## src/rtl/vrf_addr_sequencer_if.sv

```systemverilog
// Handshake and VRF address bus between the rename stage, the address walker and the lane VRF banks.
interface vrf_addr_sequencer_if #(
   parameter int AW = 9,
   parameter int CW = 8
);
   logic            start_i;
   logic            ready_o;
   logic [8*AW-1:0] vrf_starting_raddr0_i;
   logic [8*AW-1:0] vrf_starting_raddr1_i;
   logic [8*AW-1:0] vrf_starting_waddr_i;
   logic [1:0]      lmul_i;
   logic [CW-1:0]   word_cnt_i;
   logic            stall_i;
   logic            vrf_ren_o;
   logic [AW-1:0]   vrf_raddr0_o;
   logic [AW-1:0]   vrf_raddr1_o;
   logic            vrf_wen_o;
   logic [AW-1:0]   vrf_waddr_o;
   logic            done_o;

   modport master (
      output start_i, vrf_starting_raddr0_i, vrf_starting_raddr1_i, vrf_starting_waddr_i,
             lmul_i, word_cnt_i, stall_i,
      input  ready_o, vrf_ren_o, vrf_raddr0_o, vrf_raddr1_o, vrf_wen_o, vrf_waddr_o, done_o
   );

   modport slave (
      input  start_i, vrf_starting_raddr0_i, vrf_starting_raddr1_i, vrf_starting_waddr_i,
             lmul_i, word_cnt_i, stall_i,
      output ready_o, vrf_ren_o, vrf_raddr0_o, vrf_raddr1_o, vrf_wen_o, vrf_waddr_o, done_o
   );
endinterface

```

## src/rtl/vrf_addr_sequencer.sv

```systemverilog
// Per-operation VRF address walker: issues one read per cycle across an LMUL register group and
// replays the same word order on the write port PIPE_LATENCY non-stalled cycles later.
module vrf_addr_sequencer #(
   parameter int VLEN         = 4096,
   parameter int VLANE_NUM    = 8,
   parameter int PIPE_LATENCY = 4
) (
   input logic                 clk,
   input logic                 rstn,
   vrf_addr_sequencer_if.slave bus
);
   localparam int MEM_DEPTH = VLEN / VLANE_NUM;
   localparam int AW        = $clog2(MEM_DEPTH);
   localparam int REG_WORDS = VLEN / 32 / VLANE_NUM;
   localparam int WW        = $clog2(REG_WORDS);
   localparam int CW        = $clog2(8 * REG_WORDS) + 1;
   localparam int PL        = PIPE_LATENCY;

   localparam logic [1:0] IDLE  = 2'd0;
   localparam logic [1:0] READ  = 2'd1;
   localparam logic [1:0] DRAIN = 2'd2;
   localparam logic [1:0] DONE  = 2'd3;

   logic [1:0]      state_r, state_nx_s;
   logic [8*AW-1:0] slot0_r, slot1_r, slotw_r;
   logic [CW-1:0]   n_r, rd_cnt_r, wr_cnt_r;
   logic [WW-1:0]   rd_word_r, wr_word_r;
   logic [2:0]      rd_reg_r, wr_reg_r;
   logic [PL-1:0]   vld_r;
   logic            ren_r, wen_r, done_r, ready_r;
   logic [AW-1:0]   raddr0_r, raddr1_r, waddr_r;
   logic            accept_s, issue_rd_s, issue_wr_s, last_rd_s, last_wr_s, active_s;
   logic [CW-1:0]   cap_s, n_s;

   assign accept_s   = bus.start_i && ready_r;
   assign cap_s      = CW'(REG_WORDS) << bus.lmul_i;
   assign n_s        = (bus.word_cnt_i < cap_s) ? bus.word_cnt_i : cap_s;
   assign active_s   = (state_r == READ) || (state_r == DRAIN);
   assign issue_rd_s = (state_r == READ) && !bus.stall_i;
   assign issue_wr_s = active_s && vld_r[PL-1] && !bus.stall_i;
   assign last_rd_s  = (rd_cnt_r == n_r - CW'(1));
   assign last_wr_s  = (wr_cnt_r == n_r - CW'(1));

   // Next-state selection for the walker FSM.
   always_comb begin
      state_nx_s = state_r;
      case (state_r)
         IDLE: begin
            if (accept_s) begin
               state_nx_s = (n_s == CW'(0)) ? DONE : READ;
            end else begin
               state_nx_s = IDLE;
            end
         end
         READ: begin
            if (issue_rd_s && last_rd_s) begin
               state_nx_s = DRAIN;
            end else begin
               state_nx_s = READ;
            end
         end
         DRAIN: begin
            if (issue_wr_s && last_wr_s) begin
               state_nx_s = DONE;
            end else begin
               state_nx_s = DRAIN;
            end
         end
         DONE: begin
            if (bus.stall_i) begin
               state_nx_s = DONE;
            end else begin
               state_nx_s = IDLE;
            end
         end
         default: state_nx_s = IDLE;
      endcase
   end

   // Sequencing state, latched operands, valid pipe and registered port outputs.
   always_ff @(posedge clk or negedge rstn) begin
      if (!rstn) begin
         state_r   <= IDLE;
         slot0_r   <= '0;
         slot1_r   <= '0;
         slotw_r   <= '0;
         n_r       <= '0;
         rd_cnt_r  <= '0;
         wr_cnt_r  <= '0;
         rd_word_r <= '0;
         wr_word_r <= '0;
         rd_reg_r  <= 3'd0;
         wr_reg_r  <= 3'd0;
         vld_r     <= '0;
         ren_r     <= 1'b0;
         wen_r     <= 1'b0;
         done_r    <= 1'b0;
         ready_r   <= 1'b1;
         raddr0_r  <= '0;
         raddr1_r  <= '0;
         waddr_r   <= '0;
      end else begin
         state_r <= state_nx_s;
         ready_r <= (state_r == IDLE) && !accept_s;
         ren_r   <= issue_rd_s;
         wen_r   <= issue_wr_s;
         done_r  <= (state_r == DONE) && !bus.stall_i;
         if (accept_s) begin
            slot0_r   <= bus.vrf_starting_raddr0_i;
            slot1_r   <= bus.vrf_starting_raddr1_i;
            slotw_r   <= bus.vrf_starting_waddr_i;
            n_r       <= n_s;
            rd_cnt_r  <= '0;
            wr_cnt_r  <= '0;
            rd_word_r <= '0;
            wr_word_r <= '0;
            rd_reg_r  <= 3'd0;
            wr_reg_r  <= 3'd0;
            vld_r     <= '0;
         end else begin
            if (issue_rd_s) begin
               raddr0_r  <= slot0_r[rd_reg_r*AW +: AW] + AW'(rd_word_r);
               raddr1_r  <= slot1_r[rd_reg_r*AW +: AW] + AW'(rd_word_r);
               rd_cnt_r  <= rd_cnt_r + CW'(1);
               rd_word_r <= (rd_word_r == WW'(REG_WORDS - 1)) ? WW'(0) : rd_word_r + WW'(1);
               rd_reg_r  <= (rd_word_r == WW'(REG_WORDS - 1)) ? rd_reg_r + 3'd1 : rd_reg_r;
            end
            // The valid pipe only advances on non-stalled cycles so the write lag is stall-invariant.
            if (active_s && !bus.stall_i) begin
               for (int i = PL - 1; i > 0; i--) begin
                  vld_r[i] <= vld_r[i-1];
               end
               vld_r[0] <= issue_rd_s;
            end
            if (issue_wr_s) begin
               waddr_r   <= slotw_r[wr_reg_r*AW +: AW] + AW'(wr_word_r);
               wr_cnt_r  <= wr_cnt_r + CW'(1);
               wr_word_r <= (wr_word_r == WW'(REG_WORDS - 1)) ? WW'(0) : wr_word_r + WW'(1);
               wr_reg_r  <= (wr_word_r == WW'(REG_WORDS - 1)) ? wr_reg_r + 3'd1 : wr_reg_r;
            end
         end
      end
   end

   assign bus.ready_o      = ready_r;
   assign bus.vrf_ren_o    = ren_r;
   assign bus.vrf_raddr0_o = raddr0_r;
   assign bus.vrf_raddr1_o = raddr1_r;
   assign bus.vrf_wen_o    = wen_r;
   assign bus.vrf_waddr_o  = waddr_r;
   assign bus.done_o       = done_r;
endmodule

```

## src/flat_wrapper.sv

```systemverilog
// flat-port wrapper written by rule: the top's interface ports become plain ports
module vrf_addr_sequencer_flat 
#(
   parameter int VLEN         = 4096,
   parameter int VLANE_NUM    = 8,
   parameter int PIPE_LATENCY = 4
)
  (clk, rstn, bus_start_i, bus_vrf_starting_raddr0_i, bus_vrf_starting_raddr1_i, bus_vrf_starting_waddr_i, bus_lmul_i, bus_word_cnt_i, bus_stall_i, bus_ready_o, bus_vrf_ren_o, bus_vrf_raddr0_o, bus_vrf_raddr1_o, bus_vrf_wen_o, bus_vrf_waddr_o, bus_done_o);
  vrf_addr_sequencer_if #(.AW((9)), .CW((8))) bus_i ();
  input logic clk;
  input logic rstn;
  input wire logic [$bits(bus_i.start_i)-1:0] bus_start_i;
  input wire logic [$bits(bus_i.vrf_starting_raddr0_i)-1:0] bus_vrf_starting_raddr0_i;
  input wire logic [$bits(bus_i.vrf_starting_raddr1_i)-1:0] bus_vrf_starting_raddr1_i;
  input wire logic [$bits(bus_i.vrf_starting_waddr_i)-1:0] bus_vrf_starting_waddr_i;
  input wire logic [$bits(bus_i.lmul_i)-1:0] bus_lmul_i;
  input wire logic [$bits(bus_i.word_cnt_i)-1:0] bus_word_cnt_i;
  input wire logic [$bits(bus_i.stall_i)-1:0] bus_stall_i;
  output wire logic [$bits(bus_i.ready_o)-1:0] bus_ready_o;
  output wire logic [$bits(bus_i.vrf_ren_o)-1:0] bus_vrf_ren_o;
  output wire logic [$bits(bus_i.vrf_raddr0_o)-1:0] bus_vrf_raddr0_o;
  output wire logic [$bits(bus_i.vrf_raddr1_o)-1:0] bus_vrf_raddr1_o;
  output wire logic [$bits(bus_i.vrf_wen_o)-1:0] bus_vrf_wen_o;
  output wire logic [$bits(bus_i.vrf_waddr_o)-1:0] bus_vrf_waddr_o;
  output wire logic [$bits(bus_i.done_o)-1:0] bus_done_o;
  assign bus_i.start_i = bus_start_i;
  assign bus_i.vrf_starting_raddr0_i = bus_vrf_starting_raddr0_i;
  assign bus_i.vrf_starting_raddr1_i = bus_vrf_starting_raddr1_i;
  assign bus_i.vrf_starting_waddr_i = bus_vrf_starting_waddr_i;
  assign bus_i.lmul_i = bus_lmul_i;
  assign bus_i.word_cnt_i = bus_word_cnt_i;
  assign bus_i.stall_i = bus_stall_i;
  assign bus_ready_o = bus_i.ready_o;
  assign bus_vrf_ren_o = bus_i.vrf_ren_o;
  assign bus_vrf_raddr0_o = bus_i.vrf_raddr0_o;
  assign bus_vrf_raddr1_o = bus_i.vrf_raddr1_o;
  assign bus_vrf_wen_o = bus_i.vrf_wen_o;
  assign bus_vrf_waddr_o = bus_i.vrf_waddr_o;
  assign bus_done_o = bus_i.done_o;
  vrf_addr_sequencer #(.VLEN(VLEN), .VLANE_NUM(VLANE_NUM), .PIPE_LATENCY(PIPE_LATENCY)) u_core (.clk(clk), .rstn(rstn), .bus(bus_i));
endmodule
```

## config.mk

```make
export PLATFORM = sky130hd
export DESIGN_NAME = vrf_addr_sequencer_flat
export DESIGN_NICKNAME = d
export VERILOG_FILES = /design/src/rtl/vrf_addr_sequencer_if.sv /design/src/rtl/vrf_addr_sequencer.sv /design/src/flat_wrapper.sv
export SDC_FILE = /design/constraint.sdc
export NUM_CORES = 1
export LEC_CHECK = 0
export BUFFER_PORTS_ARGS = -buffer_cell sky130_fd_sc_hd__buf_2
export CAP_MARGIN = 20
export CORE_UTILIZATION = 45
export CTS_CLUSTER_DIAMETER = 60
export DETAILED_ROUTE_END_ITERATION = 7
export PLACE_DENSITY = 0.76
export SKIP_CTS_REPAIR_TIMING = 1
export SLEW_MARGIN = 40
export SYNTH_ARGS = -nofsm -noshare
export SYNTH_HDL_FRONTEND = slang
export SYNTH_SLANG_ARGS = --single-unit
```

## constraint.sdc

```tcl
create_clock -name clk -period 5.2 [get_ports clk]
set_input_delay 0.52 -clock clk [delete_from_list [all_inputs] [get_ports clk]]
set_output_delay 0.52 -clock clk [all_outputs]
set_load 0.01 [all_outputs]
```

==> run metrics <==
area growth from synthesis to layout=19.84%; Ports=261; Reg power frac=43.5%; DIE AREA=0.03157 mm²; Clock Latency Late Sink=0.51 ns; vias after detailed routing=10950; Comb power frac=29.2%; Root Buffer=clkbuf_16; Finished Core Util=55.41%; Seq/Total Area, Yosys=52.45%; run status=complete, no violations; CP dominant cell by count=a21o_1; CTS H-tree lvls=2; Sum Neg Setup Slack=0 ns; TritonCTS clock tree=built; most common cell after layout, fill and taps aside=nand2_1; power per cell area=537.7 mW/mm²; FMAX=0.2923 GHz; Non-Filler Instances=2101; WL final=35700 µm; CTS Buffer Depth=3; Power, Total=8.948 mW; #FFs+latches synth=291; FP Rows=63; Worst Reg-to-Reg Cells=11; Maximum Capacitance Violations=0; Setup Viol. Count Final=0; CP Data Required Time=5.59 ns; internal reg-to-reg setup slack=1.78 ns; asr flop ratio synth=100.0%; clock-pin slew on the worst setup and hold paths=0.06 ns; initial drt markers=809; total grt overflow=0; max-slew violation count=0; CP peak stage delay=0.78 ns; Synthesis Warnings=0; Worst Max-Slew Pin Slew=0.7871 ns; antenna violations before repair=2; first-pass GRT wire length=57990 µm; CTS Sinks=291; Die Ht=177.7 µm; Mapped Area=0.01389 mm²; critical setup path kind=reg -> reg; routed vias/inst=5.210; largest net degree at the start of global routing=116; fin crit share=65.80%; Unique masters post-synth=50; Placeable Area=0.03003 mm²; Port Buf Inserts=260; GRT Total Usage=23.42%; vias in the first global route=11250; critical-path maximum fanout=19; hpwl dp=25580 µm; syn_nets=1715; die width=177.7 µm; switching power share of the total=34.68%; clk_skew=0.02919 ns; Switching Power=3.103 mW; Post-synth EDFFs=0; DRC violations left=0; Nets=1945; internal cell power=5.845 mW; TritonRoute pass-1 iters=5; CP Capture Type=flip-flop; Worst setup SP type=flip-flop; Final Wtd Congestion=0.8461; Worst Path Arrival=3.81 ns; DR WL/cell=16.99 µm; unrepaired setup endpoints after global routing=false; worst vdd ir=0.2501 mV; DRT antenna net count=0; leakage power of the design=8.565 nW; Synth Instances=1455; endpoints failing hold=0; Starting Density=46.24%; share of cells above drive strength 1=24.15%; Tmin final=3.422 ns; Primary FF master, synth=dfrtp_1; Syn Area/Cell=9.544 µm²; Slew HR=47.53%; worst-path cell with the longest stage delay=dfrtp_2; Min-Delay Path Class=in -> async; cell count after placement=2039; crit path cell chain=buf_4 -> mux4_2 -> mux2i_1 -> inv_1 -> ha_1 -> a21o_1 -> a21o_1 -> a21oi_1 -> nor2_1 -> xnor2_1 -> mux2_2; clock share of power=27.3%; most frequent cells in the layout=nand2_1, dfrtp_1, buf_2; CTS Buf Count=34
[cell type report]
| class | count | area [µm²] |
|---|---|---|
| sequential | 291 | 7291 |
| fill | 2574 | 13390 |
| inverter | 18 | 67.56 |
| clock buffer | 44 | 938.4 |
| tap | 390 | 488.0 |
| timing repair buffer | 272 | 1430 |
| multi-input combinational | 1068 | 6211 |
| clock inverter | 17 | 214.0 |
| antenna | 1 | 2.502 |
[per-stage QoR]
step	hold slack (ns)	worst slack [ns]	cell area, µm²
global placement	0.4505	1.817	15480
global route	0.05042	1.499	16640
CTS	0.03423	1.716	16630
finish	0.008883	1.778	16640
floorplan	0.2244	2.097	13890
detailed placement	0.4557	1.735	15480
[critical path, delay by kind of cell (launching register included)]
| kind | cells | cell delay (ns) |
|---|---|---|
| multiplexers | 3 | 1.07 |
| flip-flops | 1 | 0.78 |
| AO/OA/AOI/OAI | 3 | 0.56 |
| buffers and inverters | 2 | 0.42 |
| adder cells (fa/ha/maj) | 1 | 0.28 |
| XOR/XNOR | 1 | 0.14 |
| AND/OR/NAND/NOR | 1 | 0.08 |
[power by group through the flow]
stage	registers (mW)	clock network [mW]	logic, mW
floorplan	3.65	0	1.93
global placement	3.85	0	2.52
detailed placement	3.90	0	2.62
CTS	3.87	2.48	2.64
global route	3.99	2.59	2.98
finish	3.89	2.44	2.62
[sequential cells by signal, summed over array words and instances (netlist names), 4 cells and up]
| register | flops |
|---|---|
| u_core.bus.vrf_raddr0_o | 9 |
| u_core.bus.vrf_raddr1_o | 9 |
| u_core.bus.vrf_waddr_o | 9 |
| u_core.n_r | 8 |
| u_core.rd_cnt_r | 8 |
| u_core.rd_word_r | 4 |
| u_core.slot0_r | 72 |
| u_core.slot1_r | 72 |
| u_core.slotw_r | 72 |
| u_core.vld_r | 4 |
| u_core.wr_cnt_r | 8 |
| u_core.wr_word_r | 4 |
[logic make-up (layout without fill, tap and decap cells)]
kind of cell	after synthesis	in the layout	share of synthesized area (%)
buffers and inverters	96	351	2.919
AO/OA/AOI/OAI	78	78	3.379
adder cells (fa/ha/maj)	30	30	2.865
XOR/XNOR	58	58	3.856
multiplexers	89	89	11.44
AND/OR/NAND/NOR	813	813	23.09
flip-flops	291	291	52.45
other	0	1	0
[final timing paths]
kind,start,to
hold / removal,rstn,u_core.slot0_r[68]
setup / recovery,u_core.rd_reg_r[0],u_core.bus.vrf_raddr1_o[5]
max in group asynchronous,rstn,u_core.rd_reg_r[0]
setup reg to reg,u_core.rd_reg_r[0],u_core.bus.vrf_raddr1_o[5]
hold reg to reg,u_core.slot1_r[28],u_core.slot1_r[28]
min in group clk,bus_vrf_starting_raddr0_i[51],u_core.slot0_r[51]
[per-layer routing]
metal | part of all wire (%) | global-route usage, %
met1 | 43 | 31.86
met2 | 48 | 37.30
met3 | 6.1 | 4.434
met4 | 3.2 | 8.761
met5 | 0.022 | 0
[cell usage after synthesis (4+ instances only)]
library cell | n | area, µm²
clkbuf_1 | 56 | 210.2
nor2b_1 | 6 | 37.54
a21o_1 | 7 | 52.55
mux2_2 | 15 | 168.9
nand4_1 | 5 | 31.28
nor4_1 | 7 | 43.79
a21oi_1 | 20 | 100.1
a31oi_1 | 7 | 43.79
mux4_2 | 53 | 1194
nor3b_1 | 4 | 30.03
nand2b_1 | 5 | 31.28
or3_1 | 4 | 25.02
nor2_1 | 40 | 150.1
nand2_1 | 716 | 2688
buf_1 | 7 | 26.28
ha_1 | 27 | 337.8
buf_2 | 8 | 40.04
mux2i_1 | 20 | 200.2
nand3_1 | 11 | 55.05
or2_2 | 5 | 31.28
inv_1 | 18 | 67.56
xnor2_1 | 23 | 201.4
dfrtp_1 | 290 | 7257
xor2_1 | 33 | 289.0
o21ai_0 | 32 | 160.2
No activity file was read; power rests on OpenSTA's default activity.
